==> config.mk <==
export PLATFORM = sky130hd
export DESIGN_NAME = alu_uart_host
export DESIGN_NICKNAME = d
export VERILOG_FILES = /design/src/rtl/alu_uart_host.sv
export SDC_FILE = /design/constraint.sdc
export NUM_CORES = 1
export LEC_CHECK = 0
export ABC_AREA = 1
export BUFFER_PORTS_ARGS = -buffer_cell sky130_fd_sc_hd__buf_4
export CAP_MARGIN = 20
export CORE_MARGIN = 4
export CORE_UTILIZATION = 30
export CTS_CLUSTER_DIAMETER = 200
export DETAILED_ROUTE_END_ITERATION = 7
export GPL_TIMING_DRIVEN = 0
export SYNTH_ARGS = -nofsm -noshare
export SYNTH_HDL_FRONTEND = slang
export SYNTH_SLANG_ARGS = --single-unit
==> constraint.sdc <==
create_clock -name i_clk -period 2.85 [get_ports i_clk]
set_input_delay 0.1425 -clock i_clk [delete_from_list [all_inputs] [get_ports i_clk]]
set_output_delay 0.1425 -clock i_clk [all_outputs]
set_load 0.1 [all_outputs]
==> src/rtl/alu_uart_host.sv <==
// alu_uart_host: initiator side of the UART ALU link.
// A start request latches A, B and the opcode. The block then pushes them as
// three bytes into the UART TX FIFO, honouring the FIFO's full flag. After
// that it waits, with a timeout, for the single result byte from the RX path.
module alu_uart_host #(
    parameter int NB_DATA        = 8,
    parameter int NB_CODE        = 6,
    parameter int NB_TIMEOUT     = 16,
    parameter int TIMEOUT_CYCLES = 50000
) (
    input  logic               i_clk,
    input  logic               i_reset,
    input  logic               i_start,
    input  logic [NB_DATA-1:0] i_op_a,
    input  logic [NB_DATA-1:0] i_op_b,
    input  logic [NB_CODE-1:0] i_code,
    output logic               o_busy,
    output logic [NB_DATA-1:0] o_tx_data,
    output logic               o_tx_wr,
    input  logic               i_tx_full,
    input  logic               i_rx_done,
    input  logic [NB_DATA-1:0] i_rx_data,
    output logic [NB_DATA-1:0] o_result,
    output logic               o_result_valid,
    output logic               o_timeout
);

    // Last counter value before the response is declared missing.
    localparam logic [NB_TIMEOUT-1:0] TIMEOUT_LAST = NB_TIMEOUT'(TIMEOUT_CYCLES - 1);

    typedef enum logic [2:0] {
        ST_IDLE,
        ST_SEND_A,
        ST_SEND_B,
        ST_SEND_OP,
        ST_WAIT
    } state_t;

    state_t                state;
    state_t                state_next;
    logic [NB_DATA-1:0]    op_a_q;
    logic [NB_DATA-1:0]    op_b_q;
    logic [NB_DATA-1:0]    code_q;
    logic [NB_TIMEOUT-1:0] wait_cnt;
    logic                  accept_start;
    logic                  enter_wait;
    logic                  timeout_hit;

    // The opcode travels as a full byte with zeros in the unused upper bits.
    function automatic logic [NB_DATA-1:0] zext_code(input logic [NB_CODE-1:0] c);
        return NB_DATA'(c);
    endfunction

    assign accept_start = (state == ST_IDLE) && i_start;
    assign enter_wait   = (state == ST_SEND_OP) && !i_tx_full;
    assign timeout_hit  = (state == ST_WAIT) && !i_rx_done && (wait_cnt == TIMEOUT_LAST);
    assign o_busy       = (state != ST_IDLE);

    // State register; reset aborts any frame in flight.
    always_ff @(posedge i_clk or negedge i_reset) begin
        if (!i_reset) begin
            state <= ST_IDLE;
        end else begin
            state <= state_next;
        end
    end

    // Next state and TX write port; a full FIFO stalls the current byte.
    always_comb begin
        state_next = state;
        o_tx_wr    = 1'b0;
        o_tx_data  = '0;
        case (state)
            ST_IDLE: begin
                if (i_start) begin
                    state_next = ST_SEND_A;
                end
            end
            ST_SEND_A: begin
                o_tx_data = op_a_q;
                o_tx_wr   = ~i_tx_full;
                if (!i_tx_full) begin
                    state_next = ST_SEND_B;
                end
            end
            ST_SEND_B: begin
                o_tx_data = op_b_q;
                o_tx_wr   = ~i_tx_full;
                if (!i_tx_full) begin
                    state_next = ST_SEND_OP;
                end
            end
            ST_SEND_OP: begin
                o_tx_data = code_q;
                o_tx_wr   = ~i_tx_full;
                if (!i_tx_full) begin
                    state_next = ST_WAIT;
                end
            end
            ST_WAIT: begin
                // A received byte and an expiring timer both end the wait.
                if (i_rx_done || (wait_cnt == TIMEOUT_LAST)) begin
                    state_next = ST_IDLE;
                end
            end
            default: begin
                state_next = ST_IDLE;
            end
        endcase
    end

    // Operand capture on an accepted start; later input changes are ignored.
    always_ff @(posedge i_clk or negedge i_reset) begin
        if (!i_reset) begin
            op_a_q <= '0;
            op_b_q <= '0;
            code_q <= '0;
        end else if (accept_start) begin
            op_a_q <= i_op_a;
            op_b_q <= i_op_b;
            code_q <= zext_code(i_code);
        end
    end

    // Response timer: cleared on the way into WAIT so it never wraps.
    always_ff @(posedge i_clk or negedge i_reset) begin
        if (!i_reset) begin
            wait_cnt <= '0;
        end else if (enter_wait) begin
            wait_cnt <= '0;
        end else if ((state == ST_WAIT) && !i_rx_done) begin
            wait_cnt <= wait_cnt + NB_TIMEOUT'(1);
        end
    end

    // Completion pulses; a byte arriving on the last cycle beats the timeout.
    always_ff @(posedge i_clk or negedge i_reset) begin
        if (!i_reset) begin
            o_result       <= '0;
            o_result_valid <= 1'b0;
            o_timeout      <= 1'b0;
        end else begin
            o_result_valid <= 1'b0;
            o_timeout      <= 1'b0;
            if ((state == ST_WAIT) && i_rx_done) begin
                o_result       <= i_rx_data;
                o_result_valid <= 1'b1;
            end else if (timeout_hit) begin
                o_timeout <= 1'b1;
            end
        end
    end

endmodule

* Word-level counts from Yosys, hierarchy flattened
Cells that the tools add are included.
Storage, ports and cells: register bits after elaboration 51, bits in latches 0, RAM bits 0, bits in read-only memories 0, input port bits 35, output and inout bits 20, word-level logic and storage cells 46, memories kept 0
Operators by class: add/subtract/negate cells 1, multiply operators 0, divide/modulo/power cells 0, order comparisons 0, eq/ne operators 10, shift operators 0, mux-type cells 13, bitwise logic cells 1, reduce and logical (&&, ||, !) cells 13
Operator list (number):
- two-way mux 16 bit | 2
- one-hot mux 8 bit (3 select lines) | 1
- adder 16 x 1 -> 16 bit, second input constant | 1
- equality test 16 bit, second input constant | 1
- two-way mux 3 bit | 5
- one-hot mux 3 bit (5 select lines) | 1
- != test 2 bit, second input constant | 5
- equality test 3 x 2 -> 1 bit, second input constant | 2
- logical AND 1 bit | 5
- AND reduction 5 bit | 1
- two-way mux 1 bit | 4
- equality test 3 x 1 -> 1 bit, second input constant | 1
- equality test 3 bit, second input constant | 1
- logical NOT 3 bit | 1
- nonzero test 3 bit | 1
- OR reduction 3 bit | 1
- logical NOT 1 bit | 2
- nonzero test 2 bit | 1
- logical OR 1 bit | 1
- inverter 1 bit | 1

* Longest topological paths before layout
Gate-level depths: netlist of the first run.
word-level depth 5, depth in mapped cells 8, depth with buffers taken out 8

* Least setup slack after synthesis of the first run
No wires, ideal clock.
path kind register -> output, from register state[2], to output port o_tx_wr, arrival 1.912 ns, required time 2.707 ns, slack 0.796 ns, cell stages (with the launch flop) 4, buffers on the path 0, path through dfrtp_1 inv_1 o21ai_0 nor2_1
Between the ends: word-level cells in the longest chain between the ends 3, elaborated cells on any way between the ends 5, classes of those cells 3 x eq/ne; 1 x mux; 1 x reduce/logical
Ends and longest elaborated chain:
- start: declaration | line 39 | state_t state;
- start signal: assignment | line 64 | state <= state_next;
- equality test 3 x 2 -> 1 bit / equality test 3 x 1 -> 1 bit (equally long branches) | line 73 | case (state)
- OR reduction 3 bit (no line) (*)
- two-way mux 1 bit (*)
- end: declaration | line 19 | output logic o_tx_wr,
Mark *: on every way between the ends. The rest lies on a longest branch, timed or not.

* Worst setup path after layout of the first run
from register state[2], to output port o_tx_data[5]
Between the ends: word-level cells in the longest chain between the ends 2, elaborated cells on any way between the ends 4, classes of those cells 3 x eq/ne; 1 x mux
Ends and longest elaborated chain:
- equality test 3 x 2 -> 1 bit / equality test 3 x 1 -> 1 bit (equally long branches) | line 73
- one-hot mux 8 bit (3 select lines) (*) | line 73
- end: declaration | line 18 | output logic [NB_DATA-1:0] o_tx_data,
Marked as above.

==> key figures, run 1 <==
Run status
  – Status: finished clean

CTS
  – Clk root buf: clkbuf_8
  – Clock Tree Buf Depth: 2
  – Setup bufs post-CTS: 0
  – CTS Hold Bufs: 1
  – Clock Sinks: 51
  – TritonCTS Buffers: 5
  – Depth of the CTS H-tree: 2
  – # resized after CTS: 0
  – CTS tree: built
  – Worst-Skew Late Latency: 310 ps
  – CTS clk-pin slew, worst paths: 100 ps

Worst setup path
  – Reg-to-Reg End: wait_cnt[8]
  – Startpoint types: flop
  – Worst Path Max Fanout: 9
  – CP cell instances: inv_1, nand3_1, clkinv_1, a22oi_1, nand2_1, buf_4
  – Worst Reg2Reg Path Length in Cells: 6
  – Critical Path AT: 1880 ps
  – Crit Reg-Reg Startpoint: wait_cnt[1]
  – Critical path's slowest cell: dfrtp_1
  – Register-to-Register Setup Slack: 1340 ps
  – Critical Path Sink Type: primary output
  – CP peak stage delay: 540 ps
  – Worst Setup SP: state[2]
  – Critical path type: flop to primary output
  – CP top delay family: buffers and inverters
  – Req. time, crit path: 2710 ps
  – CP Buf/Inv Count: 3

Placed design
  – GP Congestion: 0.8238
  – PortBufs: 54
  – Detail Placement HPWL: 4136 um
  – Post-Place Cell Area: 3103 um2
  – Setup Slack @ Placement: 1150 ps

Route
  – Detail Route Antenna Nets: 0
  – Vias: 2058
  – TritonRoute pass-1 iters: 5
  – Vias per Instance: 4.523
  – Initial detailed-routing violation count: 104
  – Routed WL per cell: 12.11 um
  – DRC violation count after routing: 0
  – DRT Wirelength: 5512 um

Worst hold path
  – WHS Endpoint: o_result[1]
  – Hold Path Stages: 3
  – Worst Hold Class: input port to flop
  – Hold Startpoint: i_rx_data[1]

Global routing
  – Number of global-route vias before repair: 2055
  – Global routing's busiest layer: met2
  – Antenna violations before repair: 0
  – Met3 GRT Util: 3.045%
  – GRT Total Usage: 11.75%
  – Wire length of the first global-routing pass: 9549 um
  – GR met1 Demand/Resource: 15.11%
  – Gr ovfl total: 0
  – Largest net degree at the start of global routing: 52
  – Met2 usage: 19.37%

Final layout
  – Most common cell after layout, fill and taps aside: nand2_1
  – Area Growth Syn to Fin: 25.01%
  – Fin nets: 385
  – Filler cells: 859
  – Antenna diodes: 0
  – FF+latch area: 1276 um2
  – Final instance area: 3208 um2
  – Multi-input logic area: 1129 um2
  – Utilization after layout: 38.85%
  – Layout cells sized above 1: 28.29%
  – Most frequent cells in the layout: nand2_1, buf_4, dfrtp_1, nor2_1, inv_1

Run
  – MaxCap Viol Count: 0

Synth
  – Post-synth ARST share: 100.0%
  – Seq/Total Area, Yosys: 49.73%
  – Cell Area, Synth: 2566 um2
  – Syn Nets: 323
  – Leading register cell type out of synthesis: dfrtp_1
  – Number of synthesized flops with an enable pin: 0
  – Netlist cell types: 28
  – Yosys warning count: 0
  – Mapped Cells: 287
  – Syn avg cell area: 8.942 um2
  – Synthesized flop and latch total: 51

Power and ir drop
  – Max IR drop VDD: 0.0009668 V
  – Tot Pwr: 3.874 mW
  – Total leakage power: 1.586 nW
  – PwrDens: 1208 nW/um2

Floorplan
  – Core Region: 8258 um2
  – Die height: 100.5 um
  – Starting density of the core: 31.08%
  – Rows: 33
  – Die X: 100.5 um
  – I/O pin cnt: 55
  – Die area: 10100 um2

STA
  – Worst Setup Slack, final: 826.2 ps
  – Fin. max-slew vios: 0
  – Fin Setup TNS: 0 ps
  – Setup repair after global routing missed its margin: no
  – Max_slew headroom: 56.85%
  – Final setup fails: 0
  – Clock Skews: 12.15 ps
  – Tcrit/Tclk final: 71.01%
  – Max Fclk: 494.1 MHz
  – Worst Max-Slew Pin Slew: 647.3 ps
  – Post-layout minimum cycle time: 2024 ps
  – Final hold violation count: 0
metrics by stage:
step,std cells,hold WS (ps)
after floorplan,287,-153.1
after global placement,446,221.8
after detailed placement,446,219.5
after CTS,455,21.95
after global routing,455,31.35
final,455,30.82
worst min-delay path: cells and delay by family:
kind,cells,cell delay (ps)
and+or+nand+nor,2,90
buffers and inverters,1,80
routing by layer:
metal,routed length (um),share of wire (%)
met1,2491,45
met3,261,4.7
met2,2670,48
met5,0,0
met4,89,1.6
how the worst max path moves through the flow:
stage                              end  cells past startpoint
after global placement    o_tx_data[5]                      6
final                     o_tx_data[5]                      6
after global routing      o_tx_data[5]                      6
after detailed placement  o_tx_data[5]                      6
after floorplan                o_tx_wr                      3
after CTS                 o_tx_data[5]                      6
synth_stat cells, types with 2 or more instances:
master   count  area (um2)
nand2_1     90       337.8
dfrtp_1     51        1276
nor2_1      30       112.6
inv_1       27       101.4
mux2_2      22       247.7
nand3_1     17       85.08
nand4_1      9       56.30
o21ai_0      7       35.03
a21oi_1      5       25.02
nor2_4       4       45.04
a22o_1       3       26.28
a22oi_1      2       15.01
buf_6        2       22.52
nand3_2      2       20.02
nor3_1       2       10.01
nor3b_1      2       15.01
report_power, final:
group / internal [mW] / switching (mW)
clock network: 0.181 / 0.257
registers: 0.996 / 0.175
logic: 0.595 / 1.67
total: 1.77 / 2.10
registers in the layout, summed over array words and instances (netlist names):
| signal | cells |
|---|---|
| state | 3 |
| code_q | 6 |
| o_result | 8 |
| wait_cnt | 16 |
| o_result_valid | 1 |
| op_a_q | 8 |
| o_timeout | 1 |
| op_b_q | 8 |
logic make-up after synthesis:
kind of cell,after synthesis,synth area share (%)
and+or+nand+nor,162,29.25
DFF,51,49.73
buffers and inverters,32,6.289
muxes,22,9.654
AOI/OAI and AO/OA,18,4.242
xor gates and xnor gates,1,0.3414
adders and majority gates,1,0.4875
area by class of cell:
type | instances | share of cell area [%]
Clock buffer | 5 | 2.145
Timing Repair Buffer | 55 | 12.95
Inverter | 28 | 3.276
Buffer | 4 | 1.755
Tap cell | 105 | 4.095
Clock inverter | 3 | 0.8190
Multi-Input combinational cell | 204 | 35.18
Sequential cell | 51 | 39.78
Power figures use the tool's default switching activity.
==> run 2, diff against run 1 <==
--- a/config.mk
+++ b/config.mk
@@ -5,7 +5,7 @@
 export SDC_FILE = /design/constraint.sdc
 export NUM_CORES = 1
 export LEC_CHECK = 0
-export ABC_AREA = 1
+export ABC_AREA = 0
 export BUFFER_PORTS_ARGS = -buffer_cell sky130_fd_sc_hd__buf_4
 export CAP_MARGIN = 20
 export CORE_MARGIN = 4
==> constraint.sdc (replaced) <==
create_clock -name i_clk -period 1.67 [get_ports i_clk]
set_input_delay 0.0835 -clock i_clk [delete_from_list [all_inputs] [get_ports i_clk]]
set_output_delay 0.0835 -clock i_clk [all_outputs]
set_load 0.1 [all_outputs]
==> run 2 against run 1 <==
Effect of this change: non-clock buffer count grew 58; hold slack worse by 27 ps; sequential share of layout area fell by 8.0 points; register-to-register slack worse by 1800 ps; sequential power rose by 65%; critical path type is now flop to flop; critical path depth is 2 lower; the run now ends with negative setup slack left; clock skew fell by 5.7 ps; wire length up 15%.
==> key figures, run 2 <==
Run status
  – Status: finished with violations
  – Failing checks: negative setup slack

CTS
  – CTS clk-pin slew, worst paths: 90 ps (about the same)
  – Clock Sinks: 51 (unchanged)
  – CTS tree: built
  – Worst-Skew Late Latency: 310 ps (about the same)
  – Clk root buf: clkbuf_8
  – TritonCTS Buffers: 5 (unchanged)
  – Depth of the CTS H-tree: 2 (unchanged)
  – Clock Tree Buf Depth: 2 (unchanged)

Global routing
  – Wire length of the first global-routing pass: 10180 um (+6.6%)
  – Largest net degree at the start of global routing: 52 (unchanged)
  – Antenna violations before repair: 0 (unchanged)
  – GRT Total Usage: 12.97% (+1.2 points)
  – Number of global-route vias before repair: 2131 (+3.7%)
  – Gr ovfl total: 0 (unchanged)

Synth
  – Yosys top cell area share: 53.63% (+3.9 points)
  – Syn Nets: 244 (-24%)
  – Synth area leaders: dfrtp_1, mux2_2, nor2_1
  – Most numerous cell in the Yosys netlist: dfrtp_1
  – Number of synthesized flops with an enable pin: 0 (unchanged)
  – Post-synth ARST share: 100.0% (unchanged)
  – Commonest cells in the netlist: dfrtp_1, mux2_2, nor2_1, nand2_1, clkbuf_1
  – Yosys top cell by area: dfrtp_1
  – Yosys warning count: 0 (unchanged)
  – Cell Area, Synth: 2380 um2 (-7.3%)
  – Mapped Cells: 208 (-28%)
  – Seq/Total Area, Yosys: 53.63% (+3.9 points)
  – Syn avg cell area: 11.44 um2 (+28%)
  – Synthesized flop and latch total: 51 (unchanged)
  – Leading register cell type out of synthesis: dfrtp_1
  – Netlist cell types: 35 (+25%)

Placed design
  – Dpl cells: 364 (-18%)
  – Detail Placement HPWL: 3867 um (-6.5%)
  – GP Congestion: 0.7734 (-6.1%)
  – Post-Place Cell Area: 3083 um2 (-0.65%)
  – PortBufs: 54 (unchanged)
  – Setup Slack @ Placement: -586.2 ps (-1736 ps)

Final layout
  – Final instance area: 4021 um2 (+25%)
  – Non-Filler Instances: 423 (-7.0%)
  – Area Growth Syn to Fin: 68.98%
  – Utilization after layout: 52.04% (+13 points)
  – Antenna diodes: 0 (unchanged)
  – Most frequent cells in the layout: buf_4, dfrtp_1, dlygate4sd3_1, mux2_4, mux2_2
  – Filler cells: 665 (-23%)
  – Multi-input logic area: 1291 um2 (+14%)
  – Layout cells sized above 1: 50.47% (+22 points)
  – Fin nets: 356 (-7.5%)
  – FF+latch area: 1277 um2 (about the same)
  – Max reg flops: 16 (unchanged)
  – Largest register by flop count: wait_cnt
  – Most common cell after layout, fill and taps aside: buf_4

Floorplan
  – Rows: 32 (-3.0%)
  – Core Region: 7727 um2 (-6.4%)
  – I/O pin cnt: 55 (unchanged)
  – Die height: 97.07 um (-3.4%)
  – Starting density of the core: 30.80% (-0.28 points)
  – Die X: 97.07 um (-3.4%)
  – Die area: 9422 um2 (-6.7%)

STA
  – Max Fclk: 480.6 MHz
  – Worst Setup Slack, final: -410.9 ps (-1237 ps)
  – Clock Skews: 6.480 ps (-5.666 ps)
  – Tcrit/Tclk final: 124.6%
  – Setup repair after global routing missed its margin: yes
  – Final hold violation count: 0 (unchanged)
  – Fin. max-slew vios: 0 (unchanged)
  – Post-layout minimum cycle time: 2081 ps
  – Max_slew headroom: 57.07% (+0.22 points)
  – Fin Setup TNS: -10190 ps (-10190 ps)
  – Hold Worst Slack: 3.981 ps (-26.84 ps)
  – Final setup fails: 49 (+49)
  – Worst Max-Slew Pin Slew: 643.9 ps (-3.340 ps)

Worst setup path
  – Critical Path AT: 2330 ps (+450 ps)
  – Req. time, crit path: 1920 ps (-790 ps)
  – Critical Path Sink Type: flop
  – CP peak stage delay: 560 ps (+20 ps)
  – Reg-to-Reg End: wait_cnt[13]
  – Critical path type: flop to flop
  – Crit Reg-Reg Startpoint: state[0]
  – Startpoint types: flop
  – Worst Path Max Fanout: 6 (-3)
  – Critical path's slowest cell: or4b_4
  – Worst Reg2Reg Path Length in Cells: 4 (-2)
  – Register-to-Register Setup Slack: -410 ps (-1750 ps)
  – Worst Setup SP: state[0]
  – Worst setup path end: wait_cnt[13]
  – CP cell instances: or4b_4, or4_4, or4_1, nand2_1

Route
  – Initial detailed-routing violation count: 48 (-54%)
  – Vias per Instance: 4.712 (+4.2%)
  – Routed WL per cell: 14.98 um (+24%)
  – DRC violation count after routing: 0 (unchanged)
  – Detail Route Antenna Nets: 0 (unchanged)
  – TritonRoute pass-1 iters: 4 (-1)
  – Vias: 1993 (-3.2%)
  – DRT Wirelength: 6336 um (+15%)

Power and ir drop
  – Max IR drop VDD: 0.002134 V (+120%)
  – Tot Pwr: 8.360 mW (+120%)
  – Total leakage power: 1.809 nW (+14%)
  – PwrDens: 2079 nW/um2 (+72%)

Worst hold path
  – Worst Hold Class: input port to flop
  – Hold Startpoint: i_rx_data[3]

Run
  – MaxCap Viol Count: 0 (unchanged)
[run 2: changes by cell type in the layout (fill, tap and decap cells not counted), moves of 6 or more]
cell / change
a22oi_2: +8
buf_12: +9
buf_6: +6
dlygate4sd3_1: +28
inv_1: -25
mux2_2: -8
mux2_4: +22
nand2_1: -77
nand3_1: -11
nor2_1: -19
[run 2: worst min path at each step]
| stage | to | cells past startpoint |
|---|---|---|
| final | o_result[3] | 2 |
| after CTS | o_result[3] | 2 |
| after floorplan | code_q[0] | 0 |
| after detailed placement | o_timeout | 1 |
| after global placement | o_timeout | 1 |
| after global routing | o_result[3] | 2 |
[run 2: kinds of logic (layout without fill, tap and decap cells)]
group	count (synthesis)	count (layout)	share of synthesized area, %
xor+xnor	7	7	2.576
mux	36	36	17.03
simple gates	74	74	16.72
flops	51	51	53.63
fa+ha+maj	1	1	0.5257
compound gates	25	25	6.624
buf+inv	14	127	2.891
[run 2: layout make-up]
type                            count  area share [%]
Clock buffer                        5           1.711
Multi-Input combinational cell    143           32.11
Clock inverter                      3           1.680
Sequential cell                    51           31.77
Tap cell                          102           3.174
Timing Repair Buffer              108           26.38
Buffer                              9           2.987
Inverter                            2          0.1867
[run 2: routing by layer]
| metal | vias to the layer above | share of wire (%) | track usage (%) |
|---|---|---|---|
| met5 | - | 0 | 0 |
| met1 | 979 | 43 | 16.54 |
| met3 | 5 | 6.3 | 4.523 |
| li1 | 961 | - | - |
| met4 | 0 | 0.68 | 2.268 |
| met2 | 48 | 50 | 21.55 |
[run 2: worst max-delay path, delay by kind of cell, from the launching register on]
| kind | cells | cell delay (ps) |
|---|---|---|
| flip-flops | 1 | 450 |
| AND/OR/NAND/NOR | 4 | 1580 |
[run 2: power by group]
group / internal (mW) / total (mW) / leakage, nW / switching, mW
Combinational: 2.29 / 5.39 / 1.09 / 3.10
Sequential: 1.65 / 1.93 / 0.651 / 0.280
Clock: 0.598 / 1.04 / 0.0644 / 0.438
Total: 4.54 / 8.36 / 1.81 / 3.82
[run 2: timing repair]
action / CTS / global route
cloned: 1 / 1
pin swaps: 7 / 13
gates resized for setup: 51 / 30
buffers inserted: 7 / 16
hold buffers: 25 / 4
endpoints found under the hold margin: 75 / 4
setup endpoints to repair: 54 / 57
